**src/rtl/clk_mon_pkg.sv**
```systemverilog
// Shared types and default sizing for the PHI2 clock monitor.
package clk_mon_pkg;

    // Measurement FSM: ARM waits for a reference rising edge, MEASURE times periods.
    typedef enum logic {
        ARM     = 1'b0,
        MEASURE = 1'b1
    } mon_state_t;

    localparam int unsigned DEF_CNT_W      = 8;
    localparam int unsigned DEF_MIN_PERIOD = 3;
    localparam int unsigned DEF_MAX_PERIOD = 6;
    localparam int unsigned DEF_TIMEOUT    = 64;

endpackage

```
**src/rtl/phi2_clock_monitor_sync_2ff.sv**
```systemverilog
// Two-flop synchronizer for a single asynchronous bit; both flops reset to 0.
module sync_2ff (
    input  logic clk_12MHz,
    input  logic rst,
    input  logic d,
    output logic q
);

    logic meta;

    // Double-register the asynchronous input into the clk_12MHz domain.
    always_ff @(posedge clk_12MHz) begin
        if (rst) begin
            meta <= 1'b0;
            q    <= 1'b0;
        end else begin
            meta <= d;
            q    <= meta;
        end
    end

endmodule

```
**src/rtl/phi2_clock_monitor.sv**
```systemverilog
// PHI2 clock monitor: synchronizes PHI2, emits edge strobes, measures period and
// high time in clk_12MHz cycles, and flags out-of-range or lost clocks.
module phi2_clock_monitor
    import clk_mon_pkg::*;
#(
    parameter int unsigned CNT_W      = DEF_CNT_W,
    parameter int unsigned MIN_PERIOD = DEF_MIN_PERIOD,
    parameter int unsigned MAX_PERIOD = DEF_MAX_PERIOD,
    parameter int unsigned TIMEOUT    = DEF_TIMEOUT
) (
    input  logic             clk_12MHz,
    input  logic             rst,
    input  logic             phi2_in,
    output logic             rise_stb,
    output logic             fall_stb,
    output logic [CNT_W-1:0] period,
    output logic [CNT_W-1:0] high_time,
    output logic             meas_valid,
    output logic             out_of_range,
    output logic             clk_lost
);

    localparam logic [CNT_W-1:0] TIMEOUT_C = CNT_W'(TIMEOUT);
    localparam logic [CNT_W-1:0] MIN_C     = CNT_W'(MIN_PERIOD);
    localparam logic [CNT_W-1:0] MAX_C     = CNT_W'(MAX_PERIOD);
    localparam logic [CNT_W-1:0] CNT_MAX   = '1;

    logic             phi2_s;
    logic             phi2_d;
    logic [CNT_W-1:0] cnt;
    logic [CNT_W-1:0] high_tmp;
    logic             fall_seen;
    mon_state_t       state_q;
    mon_state_t       state_d;
    logic             take_meas;
    logic             timeout_hit;
    logic             capture_high;

    sync_2ff u_sync (
        .clk_12MHz (clk_12MHz),
        .rst       (rst),
        .d         (phi2_in),
        .q         (phi2_s)
    );

    // Delayed copy of the synchronized clock and registered edge strobes.
    always_ff @(posedge clk_12MHz) begin
        if (rst) begin
            phi2_d   <= 1'b0;
            rise_stb <= 1'b0;
            fall_stb <= 1'b0;
        end else begin
            phi2_d   <= phi2_s;
            rise_stb <= phi2_s & ~phi2_d;
            fall_stb <= ~phi2_s & phi2_d;
        end
    end

    // Saturating cycle counter, restarted at 1 on every rising strobe.
    always_ff @(posedge clk_12MHz) begin
        if (rst) begin
            cnt <= '0;
        end else if (rise_stb) begin
            cnt <= CNT_W'(1);
        end else if (cnt != CNT_MAX) begin
            cnt <= cnt + CNT_W'(1);
        end
    end

    // FSM state register.
    always_ff @(posedge clk_12MHz) begin
        if (rst) begin
            state_q <= ARM;
        end else begin
            state_q <= state_d;
        end
    end

    // FSM next state: a rise arms measurement; timeout without a rise disarms it.
    always_comb begin
        state_d = state_q;
        case (state_q)
            ARM: begin
                if (rise_stb) begin
                    state_d = MEASURE;
                end
            end
            MEASURE: begin
                if (!rise_stb && (cnt == TIMEOUT_C)) begin
                    state_d = ARM;
                end
            end
            default: state_d = ARM;
        endcase
    end

    // FSM outputs: decode which measurement action applies this cycle.
    always_comb begin
        take_meas    = 1'b0;
        timeout_hit  = 1'b0;
        capture_high = 1'b0;
        if (state_q == MEASURE) begin
            take_meas    = rise_stb;
            timeout_hit  = !rise_stb && (cnt == TIMEOUT_C);
            capture_high = fall_stb;
        end
    end

    // Measurement and status registers.
    always_ff @(posedge clk_12MHz) begin
        if (rst) begin
            high_tmp     <= '0;
            fall_seen    <= 1'b0;
            period       <= '0;
            high_time    <= '0;
            meas_valid   <= 1'b0;
            out_of_range <= 1'b0;
            clk_lost     <= 1'b0;
        end else begin
            meas_valid <= take_meas;
            if (capture_high) begin
                high_tmp  <= cnt;
                fall_seen <= 1'b1;
            end
            // Any rise opens a new high phase, including the arming rise.
            if (rise_stb) begin
                fall_seen <= 1'b0;
            end
            if (take_meas) begin
                period       <= cnt;
                high_time    <= fall_seen ? high_tmp : '0;
                out_of_range <= (cnt < MIN_C) || (cnt > MAX_C);
                clk_lost     <= 1'b0;
            end
            if (timeout_hit) begin
                clk_lost <= 1'b1;
            end
        end
    end

endmodule

```
**config.mk**
```make
export PLATFORM = sky130hd
export DESIGN_NAME = phi2_clock_monitor
export DESIGN_NICKNAME = d
export VERILOG_FILES = /design/src/rtl/clk_mon_pkg.sv /design/src/rtl/phi2_clock_monitor_sync_2ff.sv /design/src/rtl/phi2_clock_monitor.sv
export SDC_FILE = /design/constraint.sdc
export NUM_CORES = 1
export LEC_CHECK = 0
export BUFFER_PORTS_ARGS = -buffer_cell sky130_fd_sc_hd__buf_2
export CORE_ASPECT_RATIO = 1.25
export CORE_MARGIN = 4
export CORE_UTILIZATION = 49
export CTS_CLUSTER_DIAMETER = 150
export DETAILED_ROUTE_END_ITERATION = 6
export PLACE_DENSITY = 0.73
export SLEW_MARGIN = 20
export SYNTH_ARGS = -nofsm -noshare
export SYNTH_HDL_FRONTEND = slang
export SYNTH_SLANG_ARGS = --single-unit
export TNS_END_PERCENT = 100
```
**constraint.sdc**
```tcl
create_clock -name clk_12MHz -period 1.46 [get_ports clk_12MHz]
set_input_delay 0.146 -clock clk_12MHz [delete_from_list [all_inputs] [get_ports clk_12MHz]]
set_output_delay 0.146 -clock clk_12MHz [all_outputs]
set_load 0.005 [all_outputs]
```
# Yosys cells after proc, flatten, opt, wreduce, memory -nomap -nowiden
# Cells that the tools add are included.
[classes]
addsub = 1
order_cmp = 2
n_eq_ne = 2
mux = 11
bitwise = 5
reduce_logical = 6
[op_table]
columns = ["operator", "n"]
rows = [
  ["$mux W1", 9],
  ["$add A8 B1 Y8 const B", 1],
  ["$eq A8 B7 Y1 const B", 1],
  ["$gt A8 B3 Y1 const B", 1],
  ["$lt A8 B2 Y1 const B", 1],
  ["$mux W8", 1],
  ["$ne A8 B8 Y1 const B", 1],
  ["$reduce_bool A2 Y1", 2],
  ["$not A1 Y1", 3],
  ["$and A1 B1 Y1", 2],
  ["$pmux W1 S2", 1],
  ["$reduce_or A2 Y1", 1],
  ["$logic_and A1 B1 Y1", 1],
  ["$logic_not A1 Y1", 1],
  ["$logic_or A1 B1 Y1", 1],
]
[totals]
out_inout_bits = 21
regBits = 42
in_bits = 3
word_cells = 42

# Logic depth before layout (Yosys ltp)
# Gate-level depths: netlist (run 1).
[depth]
depth_word = 4
depth_mapped = 5
mapped_depth_nobuf = 5

# Cells and area by module
# From an unflattened synthesis (run 1), not the netlist that was laid out.
[unflattened]
cells_unflattened = 192
area_unflattened_um2 = 1620.3
[modules_own_cells]
columns = ["mod", "seq_area_each_um2", "n_inst", "area_per_inst_um2", "cells_each"]
rows = [
  ["phi2_clock_monitor", 800.8, 1, 1567.8, 188],
  ["sync_2ff", 40.0, 1, 52.6, 4],
]

# Worst setup path before layout (run 1)
# No wires, ideal clock.
[synth_path]
path_type = "reg-to-reg"
start = "register cnt[3]"
end = "register state_q"
setup_ps = 132
path_stages_with_launch = 5
arrival_time_ps = 1248
path_slack_ps = 80
t_required_ps = 1328
n_path_buf = 1
period_less_slack_ps = 1380
path_cell_list = "dfxtp_1 > buf_6 > or4_4 > o31ai_1 > a21oi_1"
[synth_between]
elab_chain_len = 4
[synth_rtl]
columns = ["element", "line", "source"]
rows = [
  ["start, declared", "phi2_clock_monitor.sv:30", "logic [CNT_W-1:0] cnt;"],
  ["start signal, assigned", "phi2_clock_monitor.sv:66", "cnt <= cnt + CNT_W'(1);"],
  ["$eq A8 B7 Y1", "phi2_clock_monitor.sv:89", "if (!rise_stb && (cnt == TIMEOUT_C)) begin"],
  ["$logic_and A1 B1 Y1", "phi2_clock_monitor.sv:89", ""],
  ["$mux W1", "phi2_clock_monitor.sv:89", ""],
  ["$pmux W1 S2", "phi2_clock_monitor.sv:82", "case (state_q)"],
  ["end signal, assigned", "phi2_clock_monitor.sv:75", "state_q <= state_d;"],
  ["end, declared", "phi2_clock_monitor.sv:33", "mon_state_t state_q;"],
]
# No other way between the ends.
# A chain may end at the register's enable or synchronous reset.

# Final worst setup path (run 1)
[layout_path]
start = "register cnt[0]"
end = "register cnt[5]"
[layout_between]
elab_chain_len = 1
elab_cells_between_ends = 2
cone_classes = "add/sub: 1; eq/ne: 1"
[layout_rtl]
columns = ["element", "line"]
rows = [
  ["$add A8 B1 Y8 or $ne A8 B8 Y1 (tied branches)", "phi2_clock_monitor.sv:66, phi2_clock_monitor.sv:65"],
]
# Several ways; a longest one is shown, not always the timed one.

==> impl_metrics.ini, run 1 <==
[cts]
root_buffer = sky130_fd_sc_hd__clkbuf_8
clock-sinks = 42
cts_made_buffers = 5
clock_insertion_delay_worst_skew_ns = 0.29
post-cts-setup-buffer-count = 0
clock_path_buffers = 2
htree_levels = 2
post_cts_hold_buffer_count = 0
tritoncts = yes
clkTransAtPathRegs_ns = 0.07

[route]
route.detailed.drc = 0
detail_route.iter0.violations = 62
ant_nets = 0
detailed_router_iteration_count_before_antenna_repair = 4
drt-vias-per-instance = 5.44
avgRoutedWirePerCell_um = 13.1
routed_wl_um = 3340
via_count = 1388

[sta]
worst_slew_margin_rel = 0.722
period_minus_slack_ns = 1.36
rsz0062_at_grt = false
finalSetupViolations = 0
timing_max_transition_violations_final = 0
final.period_utilization = 0.932
fin_setup_tns_ns = 0
layout_skew_ns = 0.00323
worst-slew-pin-transition_ns = 0.416
timing.final.hold_violations = 0
fmax_mhz = 735

[floorplan]
floorplan.die_area_mm2 = 0.00430
starting_density_of_the_core = 0.508
core.rowCount = 23
pin_count = 24
floorplan.die.height_um = 72.4
die_width_um = 59.5
core-area_mm2 = 0.00319

[finish]
post_route_cells_drive_above_1_share = 0.216
diodes = 0
fin_nets = 223
fin_area_mm2 = 0.00189
area_growth_syn_to_layout_pct = 16.2

[global_routing]
number_of_antenna_violations_at_the_first_check_in_global_routing = 0
grt_start_max_net_pins = 31
grt_first_pass_wirelength_um = 5660
grt.total_usage = 0.174
gr-total-overflow = 0
grt_pass1_vias = 1290

[critical_path]
critPathKind = register to register
type_of_element_launching_the_critical_path = register
timing.critical_path.to_type = register
path_max_fanout = 7
crit_arrival_ns = 1.56
critPathRequiredTime_ns = 1.66

[synthesis]
postSynth.asyncResetShare = 0
synth-simple-area-share = 0.253
synth-edff-count = 0
synth_adder_area_share = 0.0231
synth-compound-area-share = 0.143
post_synth_mux_area_share = 0.00616
syn_area_mm2 = 0.00162
synth_cell_type_count = 30
synth_xor_xnor_area_share = 0
number_of_nets_in_the_synthesized_netlist = 199
netlist_top_cells_count = 42 x sky130_fd_sc_hd__dfxtp_1, 38 x sky130_fd_sc_hd__nand2_1, 29 x sky130_fd_sc_hd__a21oi_1
post_synthesis_average_cell_area_um2 = 8.41
dominant_combinational_cell_family_by_area_after_synthesis = simple AND/OR/NAND/NOR gates
synth_cells = 193
synth.most_common_cell = sky130_fd_sc_hd__dfxtp_1
synth_top_flop_cell = sky130_fd_sc_hd__dfxtp_1
synth_largest_area_cell = sky130_fd_sc_hd__dfxtp_1
synth.area.top_cells = sky130_fd_sc_hd__dfxtp_1 52%, sky130_fd_sc_hd__a21oi_1 8.9%, sky130_fd_sc_hd__nand2_1 8.8%
ys_warn_count = 0
postSynthRegisterBits = 42
netlist.area_leader.share = 0.518
synth_sequential_area_ratio = 0.518

[place]
detailedPlacementHpwl_um = 2350
buffer_ports.inserted = 23
dpl_cell_area_mm2 = 0.00179
finalWeightedCongestion = 0.894

[pwr]
peakVddDrop_v = 0.000804
power_density_mw_per_mm2 = 1060
power_leakage_nw = 0.746

[min_path]
hold_path.class = input pin to register

[outcome]
run_status = finished, final reports clean

[job]
max_cap_violations = 0
==> cell type report <==
class,instances,area [um2]
multi-input combinational,130,698
timing repair buffer,33,190
inverter,5,18.8
tap,37,46.3
clock inverter,1,5.00
fill,300,1310
clock buffer,7,86.3
sequential,42,842
==> state kept, by name (all words and copies together), names as in the netlist <==
| name | cells |
|---|---|
| clk_lost | 1 |
| cnt | 8 |
| fall_seen | 1 |
| fall_stb | 1 |
| high_time | 8 |
| high_tmp | 8 |
| meas_valid | 1 |
| out_of_range | 1 |
| period | 8 |
| phi2_d | 1 |
| rise_stb | 1 |
| state_q | 1 |
| u_sync.meta | 1 |
| u_sync.q | 1 |
==> per-stage QoR <==
| step | worst slack (ns) | cells | util | hold slack, ns | power [mW] |
|---|---|---|---|---|---|
| 2_1_floorplan | 0.0802 | 193 | - | 0.274 | 1.25 |
| 3_3_place_gp | 0.172 | 247 | 0.560 | 0.369 | 1.27 |
| 3_5_place_dp | 0.0503 | 247 | 0.560 | 0.366 | 1.27 |
| 5_1_grt | 0.0297 | 255 | 0.591 | 0.0917 | 2.08 |
| 4_1_cts | 0.0381 | 255 | 0.588 | 0.0572 | 2.02 |
| 6_report | 0.0998 | 255 | 0.591 | 0.0616 | 2.00 |
==> where the power goes <==
part	leakage [nW]	internal (mW)	switching, mW
Clock	0.0482	0.381	0.372
Combinational	0.358	0.0273	0.0473
Sequential	0.340	1.16	0.0171
==> critical path: stages, from the launching register on <==
cell and delay [ns]:
sky130_fd_sc_hd__dfxtp_2 0.40, sky130_fd_sc_hd__ha_1 0.25, sky130_fd_sc_hd__and4_2 0.29, sky130_fd_sc_hd__nand2_1 0.10, sky130_fd_sc_hd__a211oi_1 0.22
==> kinds of logic after synthesis <==
kind of cell / Yosys count
flops: 42
buf+inv: 21
fa+ha+maj: 3
mux: 1
simple gates: 84
compound gates: 42
==> per-layer routing <==
layer	track usage	routed length (um)	vias up
met4	0.0640	61	0
met5	0	0	-
met1	0.208	1380	622
li1	-	-	706
met3	0.0534	243	9
met2	0.288	1660	51
==> layout by cell type, fill, tap and decap left out <==
cell type,count
sky130_fd_sc_hd__nor2b_1,4
sky130_fd_sc_hd__and3_1,2
sky130_fd_sc_hd__clkbuf_8,6
sky130_fd_sc_hd__dfxtp_1,41
sky130_fd_sc_hd__mux2i_1,1
sky130_fd_sc_hd__a21o_1,1
sky130_fd_sc_hd__a21oi_1,29
sky130_fd_sc_hd__inv_1,5
sky130_fd_sc_hd__ha_1,3
sky130_fd_sc_hd__and3_2,1
sky130_fd_sc_hd__a211oi_1,4
sky130_fd_sc_hd__or2_1,1
sky130_fd_sc_hd__nor3b_1,1
sky130_fd_sc_hd__o21a_1,1
sky130_fd_sc_hd__buf_2,23
sky130_fd_sc_hd__nor4_2,2
sky130_fd_sc_hd__dfxtp_2,1
sky130_fd_sc_hd__clkinv_2,1
sky130_fd_sc_hd__and4b_1,1
sky130_fd_sc_hd__buf_4,10
sky130_fd_sc_hd__nand4_1,2
sky130_fd_sc_hd__o31ai_1,1
sky130_fd_sc_hd__nor2_1,7
sky130_fd_sc_hd__nand2_1,38
sky130_fd_sc_hd__nand3_1,18
sky130_fd_sc_hd__and4_2,2
sky130_fd_sc_hd__nor3_1,3
sky130_fd_sc_hd__clkbuf_1,1
sky130_fd_sc_hd__a31oi_1,4
sky130_fd_sc_hd__or4_4,1
sky130_fd_sc_hd__o21ai_0,2
sky130_fd_sc_hd__and2_1,1
==> worst paths after layout <==
| path | to | cells after the start | from | slack [ns] |
|---|---|---|---|---|
| max | cnt[5]$_SDFFE_PP0P_ | 4 | cnt[0]$_SDFFE_PP0P_ | 0.1 |
| min reg2reg | fall_stb$_SDFF_PP0_ | 1 | u_sync.q$_SDFF_PP0_ | 0.41 |
| max reg2reg | cnt[5]$_SDFFE_PP0P_ | 4 | cnt[0]$_SDFFE_PP0P_ | 0.1 |
| min | u_sync.meta$_SDFF_PP0_ | 2 | phi2_in | 0.06 |
==> timing repair <==
action                                 in CTS  in global routing
gates resized for setup                     0                  2
setup endpoints to repair                   0                  4
endpoints found under the hold margin       0                  0
Note: power is estimated with default switching activity, not from simulation.
==> run 2: changes to the inputs <==
==> constraint.sdc (replaced) <==
create_clock -name clk_12MHz -period 1.1 [get_ports clk_12MHz]
set_input_delay 0.11 -clock clk_12MHz [delete_from_list [all_inputs] [get_ports clk_12MHz]]
set_output_delay 0.11 -clock clk_12MHz [all_outputs]
set_load 0.005 [all_outputs]
==> impl_metrics.ini, run 2 (synthesis results as in run 1) <==
[floorplan]
floorplan.die.height_um = 72.4
floorplan.die_area_mm2 = 0.00430
core-area_mm2 = 0.00319
starting_density_of_the_core = 0.508
die_width_um = 59.5
pin_count = 24
core.rowCount = 23

[route]
avgRoutedWirePerCell_um = 14.2
via_count = 1464
route.detailed.drc = 0
routed_wl_um = 3880
detail_route.iter0.violations = 40
drt-vias-per-instance = 5.38
detailed_router_iteration_count_before_antenna_repair = 4
ant_nets = 0

[cts]
clock-sinks = 42
cts_made_buffers = 5
clkTransAtPathRegs_ns = 0.08
htree_levels = 2
clock_insertion_delay_worst_skew_ns = 0.30
root_buffer = sky130_fd_sc_hd__clkbuf_8
post_cts_hold_buffer_count = 0
clock_path_buffers = 2
tritoncts = yes

[sta]
timing_max_transition_violations_final = 0
worst_slew_margin_rel = 0.791
hold_ws_ns = 0.0213
period_minus_slack_ns = 1.24
fin_setup_tns_ns = -0.596
timing.final.hold_violations = 0
layout_skew_ns = 0.00541
post-route-worst-setup-slack_ns = -0.137
fmax_mhz = 808
finalSetupViolations = 7
final.period_utilization = 1.12
rsz0062_at_grt = true
worst-slew-pin-transition_ns = 0.313

[finish]
layout.cells.most_common_list = 36 x sky130_fd_sc_hd__nand2_1, 35 x sky130_fd_sc_hd__dfxtp_1, 28 x sky130_fd_sc_hd__a21oi_1
area_growth_syn_to_layout_pct = 35.7
layout_commonest_cell = sky130_fd_sc_hd__nand2_1
post_route_cells_drive_above_1_share = 0.370
fin_nets = 240
fillerInstances = 250
register_area_um2 = 857
layout.core_utilization = 0.690
fin_area_mm2 = 0.00220
layout.cells.non_filler = 272
diodes = 0
multi_input_comb_area_um2 = 786

[global_routing]
gr-total-overflow = 0
grt_pass1_vias = 1412
grt_start_max_net_pins = 22
number_of_antenna_violations_at_the_first_check_in_global_routing = 0
grt_first_pass_wirelength_um = 6230
grt.total_usage = 0.189

[place]
detailedPlacementHpwl_um = 2530
dp_cells = 258
buffer_ports.inserted = 23
dp_worst_setup_slack_ns = -0.155
finalWeightedCongestion = 0.905
dpl_cell_area_mm2 = 0.00192

[critical_path]
slowest_delay_ns = 0.55
path_max_fanout = 3
critPathRequiredTime_ns = 1.29
crit_path_cell_trace = or4_4 > o31ai_2 > a21oi_1
type_of_element_launching_the_critical_path = register
critPathKind = register to register
crit_path_top_delay_cell = sky130_fd_sc_hd__or4_4
crit_arrival_ns = 1.43
timing.critical_path.to_type = register
register_to_register_path_depth = 3

[min_path]
hold_path.class = input pin to register
timing.hold.worst_path_depth = 2

[outcome]
failing_checks = setup timing
run_status = complete, but fails checks

[pwr]
power_density_mw_per_mm2 = 1420
power_leakage_nw = 0.896
peakVddDrop_v = 0.00130
power_consumption_mw = 3.14

[job]
max_cap_violations = 0
[run 2: per-layer routing]
layer,part of all wire,up-vias,track usage
met5,0,-,0
met4,0.022,0,0.0911
met3,0.046,8,0.0534
met2,0.51,37,0.316
met1,0.42,679,0.219
li1,-,740,-
[run 2: timing repair]
action                                  in CTS  in global routing
resized for setup                           10                 22
pin swaps                                    2                  6
setup buffers                                1                  5
endpoints found under the setup margin       8                 21
[run 2: final cells by class]
cell class,count,area share
clock inverter,1,0.0136
sequential,42,0.389
tap,37,0.0210
multi-input combinational,130,0.357
timing repair buffer,50,0.162
inverter,5,0.00852
clock buffer,7,0.0488
[run 2: where the power goes]
group	switching [mW]	leakage, nW	internal [mW]
Clock	0.528	0.0696	0.876
Sequential	0.0214	0.343	1.53
Combinational	0.0939	0.483	0.0833
[run 2: worst max-delay path: cells and delay by family (launching register included)]
kind             cells  cell delay (ns)
AND/OR/NAND/NOR      1             0.55
flip-flops           1             0.32
AO/OA/AOI/OAI        2             0.26
[run 2: path summary, 6_finish.rpt]
check / slack, ns / end / start
hold / removal: 0.02 / u_sync.meta$_SDFF_PP0_ / phi2_in
setup / recovery: -0.14 / state_q$_SDFF_PP0_ / cnt[4]$_SDFFE_PP0P_
setup reg to reg: -0.14 / state_q$_SDFF_PP0_ / cnt[4]$_SDFFE_PP0P_
hold reg to reg: 0.41 / rise_stb$_SDFF_PP0_ / phi2_d$_SDFF_PP0_
==> run 3: changes to the inputs <==
--- a/config.mk
+++ b/config.mk
@@ -6,7 +6,7 @@
 export NUM_CORES = 1
 export LEC_CHECK = 0
 export BUFFER_PORTS_ARGS = -buffer_cell sky130_fd_sc_hd__buf_2
-export CORE_ASPECT_RATIO = 1.25
+export CORE_ASPECT_RATIO = 1.2
 export CORE_MARGIN = 4
 export CORE_UTILIZATION = 49
 export CTS_CLUSTER_DIAMETER = 150
==> impl_metrics.ini, run 3 (synthesis results as in run 1) <==
[finish]
fin_nets = 240
register_area_um2 = 860
multi_input_comb_area_um2 = 782
fillerInstances = 259
post_route_cells_drive_above_1_share = 0.362
diodes = 0
fin_area_mm2 = 0.00214
area_growth_syn_to_layout_pct = 31.8
layout.cells.most_common_list = 36 x sky130_fd_sc_hd__nand2_1, 33 x sky130_fd_sc_hd__dfxtp_1, 29 x sky130_fd_sc_hd__a21oi_1
layout_commonest_cell = sky130_fd_sc_hd__nand2_1

[critical_path]
critPathKind = register to register
critPathRequiredTime_ns = 1.34
regToRegEndpoint = state_q$_SDFF_PP0_
crit_path_cell_trace = or4_4 > o31ai_2 > a21oi_1
slowest_delay_ns = 0.57
register_to_register_path_depth = 3
crit_path_top_delay_cell = sky130_fd_sc_hd__or4_4
timing.critical_path.to_type = register
crit_arrival_ns = 1.57
type_of_element_launching_the_critical_path = register
r2r_setup_slack_ns = -0.22
path_max_fanout = 3
worst_r2r_startpoint = cnt[3]$_SDFFE_PP0P_

[route]
drt-vias-per-instance = 5.68
via_count = 1539
route.detailed.drc = 0
detail_route.iter0.violations = 74
detailed_router_iteration_count_before_antenna_repair = 4
avgRoutedWirePerCell_um = 14.8
routed_wl_um = 4010
ant_nets = 0

[pwr]
clockPowerShare = 0.363
p_int_mw = 2.08
power_density_mw_per_mm2 = 1260
seq_power_share = 0.577
power.net_switching_mw = 0.619
peakVddDrop_v = 0.000915
power_leakage_nw = 0.863
power_consumption_mw = 2.70
power_switching_share = 0.229
combinationalPowerShare = 0.060

[floorplan]
starting_density_of_the_core = 0.522
floorplan.die.height_um = 71.1
core-area_mm2 = 0.00311
die_width_um = 60.6
core.rowCount = 22
pin_count = 24
floorplan.die_area_mm2 = 0.00430

[outcome]
failing_checks = setup timing
run_status = complete, but fails checks

[sta]
final.period_utilization = 1.20
timing_max_transition_violations_final = 0
worst_slew_margin_rel = 0.798
post-route-worst-setup-slack_ns = -0.222
worst-slew-pin-transition_ns = 0.303
timing.final.hold_violations = 0
hold_ws_ns = 0.128
rsz0062_at_grt = true
fmax_mhz = 756
finalSetupViolations = 10
period_minus_slack_ns = 1.32
layout_skew_ns = 0.0161

[cts]
htree_levels = 2
tritoncts = yes
clkTransAtPathRegs_ns = 0.12
clock-sinks = 42
cts_made_buffers = 5
clock_insertion_delay_worst_skew_ns = 0.36
root_buffer = sky130_fd_sc_hd__clkbuf_4
clock_path_buffers = 2

[min_path]
hold_start = rst
holdPathEnd = period[3]$_SDFFE_PP0P_
timing.hold.worst_path_depth = 3
hold_path.class = input pin to register

[place]
dpl_cell_area_mm2 = 0.00189
buffer_ports.inserted = 23
detailedPlacementHpwl_um = 2650
finalWeightedCongestion = 0.839

[global_routing]
grt.total_usage = 0.204
gr-total-overflow = 0
grt_start_max_net_pins = 22
grt_pass1_vias = 1416
grt_first_pass_wirelength_um = 6520
number_of_antenna_violations_at_the_first_check_in_global_routing = 0

[job]
max_cap_violations = 0
[run 3: cell count changes in the layout (fill, tap and decap cells not counted), sizes merged]
cell and change:
buf -1, clkinv +2, dlygate4sd3 +1, clkbuf -2
[run 3: routing by layer]
layer / wire (um) / part of all wire / track usage
met1: 1610 / 0.40 / 0.228
met2: 2110 / 0.53 / 0.351
met3: 185 / 0.046 / 0.0547
met4: 102 / 0.025 / 0.0964
met5: 0 / 0 / 0
[run 3: layout make-up]
type                    instances  share of cell area
repair buffers                 50               0.167
clock buffers                   5              0.0175
clock inverters                 3              0.0187
well taps                      36              0.0210
multi-input cells             130               0.365
inverters                       5             0.00877
flip-flops and latches         42               0.402
[run 3: worst max-delay path by stage]
| stage | start | end | slack, ns | cells after the start |
|---|---|---|---|---|
| floorplan | cnt[3]$_SDFFE_PP0P_ | state_q$_SDFF_PP0_ | -0.22 | 4 |
| global route | cnt[3]$_SDFFE_PP0P_ | state_q$_SDFF_PP0_ | -0.24 | 3 |
| detailed placement | cnt[4]$_SDFFE_PP0P_ | state_q$_SDFF_PP0_ | -0.16 | 3 |
| CTS | cnt[4]$_SDFFE_PP0P_ | state_q$_SDFF_PP0_ | -0.18 | 3 |
| global placement | cnt[4]$_SDFFE_PP0P_ | state_q$_SDFF_PP0_ | -0.14 | 3 |
| finish | cnt[3]$_SDFFE_PP0P_ | state_q$_SDFF_PP0_ | -0.22 | 3 |
[run 3: stage by stage]
stage	cells	setup TNS (ns)	util	worst slack, ns
finish	271	-0.917	0.688	-0.222
floorplan	193	-0.559	-	-0.222
global placement	255	-0.526	0.607	-0.144
CTS	268	-0.644	0.659	-0.183
global route	271	-1.97	0.688	-0.240
detailed placement	255	-0.867	0.607	-0.162
[run 3: repair_timing]
action | in CTS | in global routing
hold buffers | 1 | 0
pin swaps | 4 | 10
setup endpoints to repair | 12 | 24
cloned | 0 | 0
resized for setup | 14 | 19
setup buffers | 4 | 4
endpoints found under the hold margin | 1 | 0
[run 3: worst max-delay path, delay by kind of cell, from the launching register on]
family	cells	cell delay [ns]
simple gates	1	0.57
flops	1	0.34
compound gates	2	0.30
[run 3: power groups by stage]
stage	clock network, mW	registers, mW	logic [mW]
finish	0.980	1.56	0.162
global route	1.06	1.56	0.175
CTS	0.984	1.56	0.148
detailed placement	0	1.59	0.123
global placement	0	1.59	0.120
floorplan	0	1.59	0.0710
